`src/rtl/muldiv_ctrl.sv`:
```
// muldiv_ctrl
//   Sequencer for the iterative multiply/divide unit feeding the HI/LO path.
//   Accepts MULT/MULTU/DIV/DIVU from EX, times the fixed-latency operation,
//   strobes the result (multWr) into the pipeline and requests a front-end
//   stall while a younger instruction touches HI/LO or the unit.
//
// Parameters
//   MULT_CYCLES : execution cycles for MULT/MULTU (>= 1)
//   DIV_CYCLES  : execution cycles for DIV/DIVU   (>= 1)
//   CNT_W       : counter width, 2**CNT_W > max(MULT_CYCLES, DIV_CYCLES)
//
// Ports
//   clk, rst      : clock (rising edge), asynchronous active-high reset
//   req_mult      : EX holds MULT/MULTU
//   req_div       : EX holds DIV/DIVU
//   req_signed    : signed variant
//   req_dz        : divisor operand is zero (meaningful with req_div)
//   req_hilo_rd   : EX holds MFHI/MFLO
//   req_hilo_wr   : EX holds MTHI/MTLO
//   flush         : kill the in-flight operation / block acceptance
//   unit_start    : one-cycle start pulse to the arithmetic unit
//   unit_op       : 00 MULTU, 01 MULT, 10 DIVU, 11 DIV (latched at accept)
//   busy          : FSM not idle
//   stall_req     : freeze IF/ID/EX this cycle
//   res_valid     : one-cycle result strobe (multWr)
//   div_zero      : last accepted divide had a zero divisor
//
// Handshake: EX presents a request (req_mult/req_div) and holds it while
// stall_req is high. A request is consumed at the rising edge of a cycle in
// which the FSM is IDLE and flush is low; in IDLE stall_req is always low, so
// "accepted" and "not stalled" coincide for the requesting instruction.

module muldiv_ctrl #(
    parameter int MULT_CYCLES = 4,
    parameter int DIV_CYCLES  = 32,
    parameter int CNT_W       = 6
) (
    input  logic       clk,
    input  logic       rst,
    input  logic       req_mult,
    input  logic       req_div,
    input  logic       req_signed,
    input  logic       req_dz,
    input  logic       req_hilo_rd,
    input  logic       req_hilo_wr,
    input  logic       flush,
    output logic       unit_start,
    output logic [1:0] unit_op,
    output logic       busy,
    output logic       stall_req,
    output logic       res_valid,
    output logic       div_zero
);

    typedef enum logic [1:0] {
        IDLE = 2'b00,
        RUN  = 2'b01,
        DONE = 2'b10
    } state_t;

    // Counter reload values: RUN lasts N cycles, so the counter starts at N-1
    // and the FSM leaves RUN on the edge where it reads zero.
    localparam logic [CNT_W-1:0] MULT_LOAD = CNT_W'(MULT_CYCLES - 1);
    localparam logic [CNT_W-1:0] DIV_LOAD  = CNT_W'(DIV_CYCLES - 1);

    state_t           state;
    logic [CNT_W-1:0] cnt;
    logic             accept;

    assign accept = (state == IDLE) & (req_mult | req_div) & ~flush;

    always_ff @(posedge clk or posedge rst) begin
        if (rst) begin
            state      <= IDLE;
            cnt        <= '0;
            unit_start <= 1'b0;
            unit_op    <= 2'b00;
            div_zero   <= 1'b0;
        end else begin
            // High exactly for the first RUN cycle.
            unit_start <= accept;
            case (state)
                IDLE: begin
                    if (accept) begin
                        state    <= RUN;
                        cnt      <= req_mult ? MULT_LOAD : DIV_LOAD;
                        // MULT wins when both requests are present.
                        unit_op  <= {req_div & ~req_mult, req_signed};
                        div_zero <= req_div & ~req_mult & req_dz;
                    end
                end
                RUN: begin
                    if (flush) begin
                        state <= IDLE;
                        cnt   <= '0;
                    end else if (cnt == '0) begin
                        state <= DONE;
                    end else begin
                        cnt <= cnt - 1'b1;
                    end
                end
                DONE: begin
                    // Counter is already zero here; flush or not, go idle.
                    state <= IDLE;
                end
                default: begin
                    state <= IDLE;
                    cnt   <= '0;
                end
            endcase
        end
    end

    assign busy      = (state != IDLE);
    // Includes DONE so MFHI/MFLO cannot slip past a result not yet written.
    assign stall_req = busy & (req_mult | req_div | req_hilo_rd | req_hilo_wr);
    // A flushed result must never be written back.
    assign res_valid = (state == DONE) & ~flush;

endmodule

```
`config.mk`:
```
export PLATFORM = sky130hd
export DESIGN_NAME = muldiv_ctrl
export DESIGN_NICKNAME = d
export VERILOG_FILES = /design/src/rtl/muldiv_ctrl.sv
export SDC_FILE = /design/constraint.sdc
export NUM_CORES = 1
export LEC_CHECK = 0
export BUFFER_PORTS_ARGS = -buffer_cell sky130_fd_sc_hd__buf_2
export CORE_UTILIZATION = 35
export CTS_CLUSTER_DIAMETER = 30
export DETAILED_ROUTE_END_ITERATION = 16
export PLACE_DENSITY = 0.59
export SYNTH_ARGS = -nofsm -noshare
export SYNTH_HDL_FRONTEND = slang
export SYNTH_SLANG_ARGS = --single-unit
```
`constraint.sdc`:
```
create_clock -name clk -period 2 [get_ports clk]
set_input_delay 0 -clock clk [delete_from_list [all_inputs] [get_ports clk]]
set_output_delay 0 -clock clk [all_outputs]
set_load 0.05 [all_outputs]
```
Word-level counts from Yosys, hierarchy flattened --
Cells that the tools add are included.
Storage, ports and cells: register bits after elaboration 12, output and inout bits 7, logic and storage cells 38
Cells by class: add/sub/neg operators 1, equality and inequality tests 5, mux-type cells 9, bitwise gates (word level) 12, reduce and logical (&&, ||, !) cells 6
Operators by type and width (number):
- 2-to-1 mux 6 bit | 3
- case mux 6 bit (3 select lines) | 1
- bitwise AND 1 bit | 6
- zero test 6 bit | 1
- 2-to-1 mux 2 bit | 3
- != test 3 bit (second input constant) | 2
- subtractor 6 x 1 -> 6 bit (second input constant) | 1
- 2-to-1 mux 5 bit | 1
- case mux 2 bit (2 select lines) | 1
- AND reduction 2 bit | 2
- inverter 1 bit | 3
- OR 1 bit | 3
- AND reduction 3 bit | 1
- == test 2 x 1 -> 1 bit (second input constant) | 1
- == test 2 bit (second input constant) | 1
- zero test 2 bit | 1
- != test 2 bit (second input constant) | 1
- nonzero test 2 bit | 1

Logic depth before layout (Yosys ltp) --
Gate-level depths: netlist of run 1.
word-level depth 5, depth in mapped cells 5, gate-level depth less buffers 5

Worst setup path before layout of run 1 --
OpenSTA, ideal clock, no wires.
path type reg-to-output, start register state[0], end output port res_valid, arrival time 1.764 ns, path slack 0.236 ns, stages on the path, launching flop included 3, path buffers 1, cells stage by stage dfrtp_1 buf_2 nor3b_1
On the way: cells in the longest elaborated chain, start to end 2
Ends and longest elaborated chain:
- from (decl) | RTL line 66 | state_t state;
- from (signal assigned) | RTL line 74 | state <= IDLE;
- from (signal assigned) | RTL line 85 | state <= RUN;
- from (signal assigned) | RTL line 94 | state <= IDLE;
- == test 2 bit | RTL line 118 | assign res_valid = (state == DONE) & ~flush;
- bitwise AND 1 bit | RTL line 118
- to (decl) | RTL line 51 | output logic res_valid,
Every way passes these cells.

Final worst setup path of run 1 --
start register state[0], end register unit_op[0]
On the way: cells in the longest elaborated chain, start to end 4
Ends and longest elaborated chain:
- zero test 2 bit (*) | RTL line 70, 82
- bitwise AND 1 bit (2 in a row) | RTL line 70 | assign accept = (state == IDLE) & (req_mult | req_div) & ~flush;
- AND reduction 2 bit (no line) (*)
- to (signal assigned) | RTL line 88 | unit_op <= {req_div & ~req_mult, req_signed};
- to (decl) | RTL line 48 | output logic [1:0] unit_op,
Every way passes the cells marked *; elsewhere a longest branch is shown, timed or not. A chain may end at the register's enable or synchronous reset.

==> summary.md, run 1 <==
| Metric | Value |
|---|---|
| Post-DRT Antenna Nets | `0` |
| Top area cells in the synthesized netlist | `dfrtp_1, a21oi_1, nor2_1` |
| Routed wire length | `~1500 um` |
| Final hold vios | `0` |
| Peak supply drop | `around 0.69 mV` |
| Vias in the first global route | `~500` |
| Internal reg-to-reg setup slack | `500 ps` |
| Grt met2 use | `between 20% and 30%` |
| Max-cap viol count | `0` |
| Most used DFF post-synth | `dfrtp_1` |
| Multi-input gate area | `approximately 350 um2` |
| Worst-Margin Slew | `roughly 460 ps` |
| Site row count | `15` |
| Critical path fanouts, max | `18` |
| Slack of the critical path | `502.0 ps` |
| CP Data Required Time | `2150 ps` |
| Fraction of layout cells with a size suffix above 1 | `roughly a quarter` |
| RSZ-0062 raised after global routing | `no` |
| Synth area leader | `dfrtp_1` |
| Io pins | `16` |
| Via/cell ratio | `around 5.1` |
| Synth Warn # | `0` |
| Die X | `about 46 um` |
| Slew headroom | `69.21%` |
| Initial antenna violation count | `0` |
| Total negative slack | `0 ps` |
| Flops & latches, synth | `12` |
| Yosys top cell area share | `44.20%` |
| Routing usage on met1 | `22.89%` |
| IO buf count | `15` |
| Delay-heaviest family, CP | `flip-flops` |
| Fin crit period | `roughly 1500 ps` |
| Crit-path slowest cell | `dfrtp_1` |
| Pin count of the biggest net entering global routing | `19` |
| Hpwl dp | `roughly 1100 um` |
| Post-Place Worst Slack | `500.7 ps` |
| Ant diodes | `0` |
| Pleak | `roughly 0.40 nW` |
| Avg Inst Size Synth | `between 9 and 10 um2` |
| Status | `finished clean` |
| # DRC | `0` |
| Total gr overflow | `0` |
| CP Capture Type | `register` |
| Placed cells | `~110` |
| Register area | `approximately 300 um2` |
| Mapped cell area | `a little under 700 um2` |
| PwrDens | `between 1000 and 1500 nW/um2` |
| Post-synth EDFFs | `0` |
| Cells after Synth | `75` |
| Top cells by count, synth | `dfrtp_1, a21oi_1, nor2_1` |
| All-layer global routing usage | `approximately 17%` |
| Seq/Total Area, Yosys | `between 40% and 50%` |
| Initial drt markers | `11` |
| Layout Skew | `~0.93 ps` |
| CP max stage delay | `around 550 ps` |
| Post-Layout Cell Count | `approximately 120` |
| Core area | `1764 um2` |
| Placer Congestion | `0.8953` |
| CTS Sinks | `12` |
| Nets@finish | `approximately 110` |
| Top-count cell post-synth | `dfrtp_1` |
| Post-CTS setup buffer count | `0` |
| Final setup violation count | `0` |
| CTS clk-pin slew, worst paths | `about 60 ps` |
| Max-slew violation count | `0` |
| Worst EP arrival | `approximately 1700 ps` |
| Fin util | `between 40% and 50%` |
| GR Util met3 | `between 8 and 9%` |
| Synth cell types | `30` |
| Crit-path cells | `nor3_2 -> nand2_2 -> mux2_4` |
| First-pass DRT Iterations | `4` |
| Asr flop ratio synth | `100.0%` |
| Wire per inst | `approximately 13 um` |
| Layout fillers | `187` |
| Clk Latency, worst-skew pair | `between 200 and 300 ps` |
| CTS tree | `done` |
| CTS buffer count | `3` |
| CTS Root Cell | `clkbuf_4` |
| Die ar. | `~2100 um2` |
| Buf+Inv Stages, Crit Path | `0` |
| Busiest grt layer | `met1` |
| P&R area growth vs syn | `24.13%` |
| Max Freq | `roughly 0.67 GHz` |
| H-tree levels | `1` |
| Startpoint Class | `register` |
| First-pass GRT wire length | `2359 um` |
| Setup CP Type | `register to register` |
| Hold Path Class | `primary input to register` |
| DR vias | `620` |
| Synth Net Count | `85` |
| Fin crit share | `between 70 and 80%` |
| Initial Util | `around two fifths` |
| Clock Tree Buf Depth | `2` |
| Die Y | `around 46 um` |
## power by group
part / internal [mW] / switching (mW)
sequential: 0.321 / 0.101
combinational: 0.179 / 0.327
clock: 0.0696 / 0.0686
## layout by cell type, fill, tap and decap left out, types with 2 or more instances in the layout
cell type and count:
buf_2 15, dfrtp_1 12, nor2_1 7, a21oi_1 7, o21ai_1 5, inv_1 5, nand3_1 4, nor2b_1 4
dlygate4sd3_1 4, or2_1 3, a31oi_1 3, o31ai_1 3, clkbuf_4 3, nand2_1 2, o21ai_0 2
## routing by layer
| layer | part of all wire (%) | up-vias | wire length [um] |
|---|---|---|---|
| li1 | - | 316 | - |
| met1 | 46 | 283 | 709 |
| met2 | 48 | 21 | 746 |
| met3 | 5.4 | 0 | 83 |
| met4 | 0 | 0 | 0 |
| met5 | 0 | - | 0 |
## registers in the layout (all words and copies together) (netlist names)
signal,flops
div_zero,1
cnt,6
unit_start,1
unit_op,2
state,2
## cells by family after synthesis
| group | after synthesis | synth area share [%] |
|---|---|---|
| mux | 2 | 3.683 |
| compound gates | 25 | 22.47 |
| flops | 12 | 44.20 |
| simple gates | 28 | 23.76 |
| fa+ha+maj | 1 | 1.841 |
| buf+inv | 7 | 4.051 |
## repair_timing
| item | 4_1_cts | 5_1_grt |
|---|---|---|
| gates resized for setup | 0 | 0 |
| endpoints found under the hold margin | 15 | 0 |
| hold buffers | 4 | 0 |
## per-stage QoR
step / hold WS, ps / total power [mW] / area [um2]
finish: 48.79 / 1.067 / 843.3
global route: 92.84 / 1.161 / 843.3
CTS: 45.85 / 1.075 / 843.3
detailed placement: 24.75 / 0.9250 / 780.7
global placement: 27.39 / 0.9222 / 780.7
floorplan: -135.3 / 0.8098 / 679.4
## tightest hold or removal path: stages
cell	delay, ps
buf_2	100
a21oi_1	60
a21oi_1	110
## final timing paths
kind / start / to / cells after the start
setup / recovery: state[0]$_DFFE_PP0P_ / unit_op[0]$_DFFE_PP0P_ / 3
hold / removal: req_div / unit_op[1]$_DFFE_PP0P_ / 3
setup reg to reg: state[0]$_DFFE_PP0P_ / unit_op[0]$_DFFE_PP0P_ / 3
hold reg to reg: cnt[4]$_DFFE_PP0P_ / cnt[4]$_DFFE_PP0P_ / 2
max in group asynchronous: rst / div_zero$_DFFE_PP0P_ / 3
min in group asynchronous: rst / unit_start$_DFF_PP0_ / 3
## cell type report
cell class | instances | share of cell area [%]
Sequential cell | 12 | 35.61
Multi-Input combinational cell | 56 | 41.69
Inverter | 6 | 2.671
Timing Repair Buffer | 19 | 13.65
Tap cell | 25 | 3.709
Clock buffer | 3 | 2.671
No activity file was read; power rests on OpenSTA's default activity.
==> run 2, diff against run 1 <==
==> constraint.sdc (replaced) <==
create_clock -name clk -period 1.46 [get_ports clk]
set_input_delay 0 -clock clk [delete_from_list [all_inputs] [get_ports clk]]
set_output_delay 0 -clock clk [all_outputs]
set_load 0.05 [all_outputs]
==> summary.md, run 2 (same netlist as run 1, synthesis figures left out) <==
| Metric | Value |
|---|---|
| Status | `finished clean` |
| Total power | `between 1.5 and 2 mW` |
| CTS buffer count | `3` |
| Clk Latency, worst-skew pair | `about 280 ps` |
| Clock Tree Buf Depth | `2` |
| Hold Path Class | `primary input to register` |
| Initial Util | `slightly below 40%` |
| CP max stage delay | `around 430 ps` |
| Worst-Margin Slew | `roughly 480 ps` |
| Register area | `between 300 and 400 um2` |
| Via/cell ratio | `approximately 5.3` |
| Top flop regs | `cnt: 6 flops, state: 2 flops, unit_op: 2 flops` |
| DR vias | `between 600 and 700` |
| Worst hold start | `req_div` |
| Fraction of layout cells with a size suffix above 1 | `around a third` |
| First-pass DRT Iterations | `4` |
| CP Capture Type | `primary output` |
| Initial drt markers | `22` |
| Layout fillers | `~180` |
| Area post-placement | `just over 800 um2` |
| # DRC | `0` |
| Fin crit share | `between 90% and 100%` |
| Post-Place Worst Slack | `59.13 ps` |
| R2R Path End | `cnt[2]$_DFFE_PP0P_` |
| Number of flip-flops in the largest register | `6` |
| Wire per inst | `13.70 um` |
| Die ar. | `about 2100 um2` |
| Hold WS | `approximately 30 ps` |
| Finished Cell Area | `about 920 um2` |
| R2R Path Start | `cnt[0]$_DFFE_PP0P_` |
| PwrDens | `approximately 1800 nW/um2` |
| Final setup violation count | `0` |
| Crit-path slowest cell | `dfrtp_2` |
| CTS tree | `done` |
| Nets@finish | `~110` |
| Worst hold endpoint | `unit_op[1]$_DFFE_PP0P_` |
| Worst EP arrival | `between 1000 and 1500 ps` |
| Io pins | `16` |
| Vias in the first global route | `565` |
| Initial antenna violation count | `0` |
| Delay-heaviest family, CP | `flip-flops` |
| CTS Root Cell | `clkbuf_4` |
| Max Freq | `~0.70 GHz` |
| Final hold vios | `0` |
| Routed wire length | `1754 um` |
| Critical path fanouts, max | `4` |
| Max-slew violation count | `0` |
| Slew headroom | `about two thirds` |
| Crit-path cells | `buf_4 -> or2_1 -> o31a_1 -> clkbuf_4` |
| IO buf count | `15` |
| Fin util | `52.34%` |
| Most frequent cells in the layout | `buf_2, dfrtp_1, nor2_1, a21oi_1, buf_4` |
| First-pass GRT wire length | `about 2500 um` |
| Multi-input gate area | `369.1 um2` |
| Slack of the critical path | `about 27 ps` |
| CTS Sinks | `12` |
| Hold Path Depth | `3` |
| Post-Layout Cell Count | `128` |
| Internal reg-to-reg setup slack | `around 80 ps` |
| Total gr overflow | `0` |
| Pleak | `0.4417 nW` |
| Max-cap viol count | `0` |
| Ant diodes | `0` |
| Fin crit period | `1433 ps` |
| Post-DRT Antenna Nets | `0` |
| Buf+Inv Stages, Crit Path | `2` |
| R2R depth | `5` |
| Die Y | `46.06 um` |
| Placer Congestion | `between 0.8 and 0.9` |
| Hpwl dp | `1177 um` |
| All-layer global routing usage | `17.65%` |
| CP Data Required Time | `approximately 1500 ps` |
| Total negative slack | `0 ps` |
| Die X | `between 40 and 50 um` |
| Top reg by flops | `cnt` |
| Startpoint Class | `register` |
| Core area | `around 1800 um2` |
| H-tree levels | `1` |
| CTS clk-pin slew, worst paths | `80 ps` |
| Setup CP Type | `register to primary output` |
| Site row count | `15` |
| Pin count of the biggest net entering global routing | `13` |
| Peak supply drop | `~0.9 mV` |
| Commonest non-fill, non-tap cell in the layout | `buf_2` |
| Placed cells | `between 100 and 150` |
| Layout Skew | `2.182 ps` |
| P&R area growth vs syn | `35.91%` |
## run 2: area by class of cell
class | instances | area share [%]
Clock buffer | 4 | 3.930
Inverter | 6 | 2.439
Multi-Input combinational cell | 56 | 39.97
Sequential cell | 12 | 32.66
Tap cell | 25 | 3.388
Timing Repair Buffer | 25 | 17.62
## run 2: worst max path at each step
stage	startpoint	end	cells after the start
after floorplan	state[1]$_DFFE_PP0P_	stall_req	2
after global placement	cnt[0]$_DFFE_PP0P_	cnt[5]$_DFFE_PP0P_	5
after detailed placement	cnt[0]$_DFFE_PP0P_	cnt[0]$_DFFE_PP0P_	5
after CTS	cnt[0]$_DFFE_PP0P_	cnt[2]$_DFFE_PP0P_	5
after global routing	cnt[0]$_DFFE_PP0P_	cnt[2]$_DFFE_PP0P_	5
final	state[0]$_DFFE_PP0P_	stall_req	4
## run 2: routing by layer
metal	part of all wire, %	up-vias	GRT usage [%]
li1	-	329	-
met5	0	-	0
met1	47	319	23.72
met3	3.4	5	4.706
met4	2.3	0	8.824
met2	48	19	25.92
## run 2: timing repair
item / 4_1_cts / 5_1_grt
hold buffers: 4 / 0
gates resized for setup: 1 / 4
setup endpoints to repair: 1 / 6
endpoints found under the hold margin: 15 / 0
setup buffers: 1 / 0
## run 2: worst reg2reg max path: cells and delay by family (launching register included)
kind | cells | cell delay, ps
compound gates | 2 | 330
flops | 1 | 420
buf+inv | 1 | 100
simple gates | 1 | 170
fa+ha+maj | 1 | 250
## run 2: report_power, final
part,switching [mW],total [mW],internal (mW)
clock network,0.128,0.280,0.152
registers,0.0922,0.534,0.441
logic,0.541,0.867,0.326
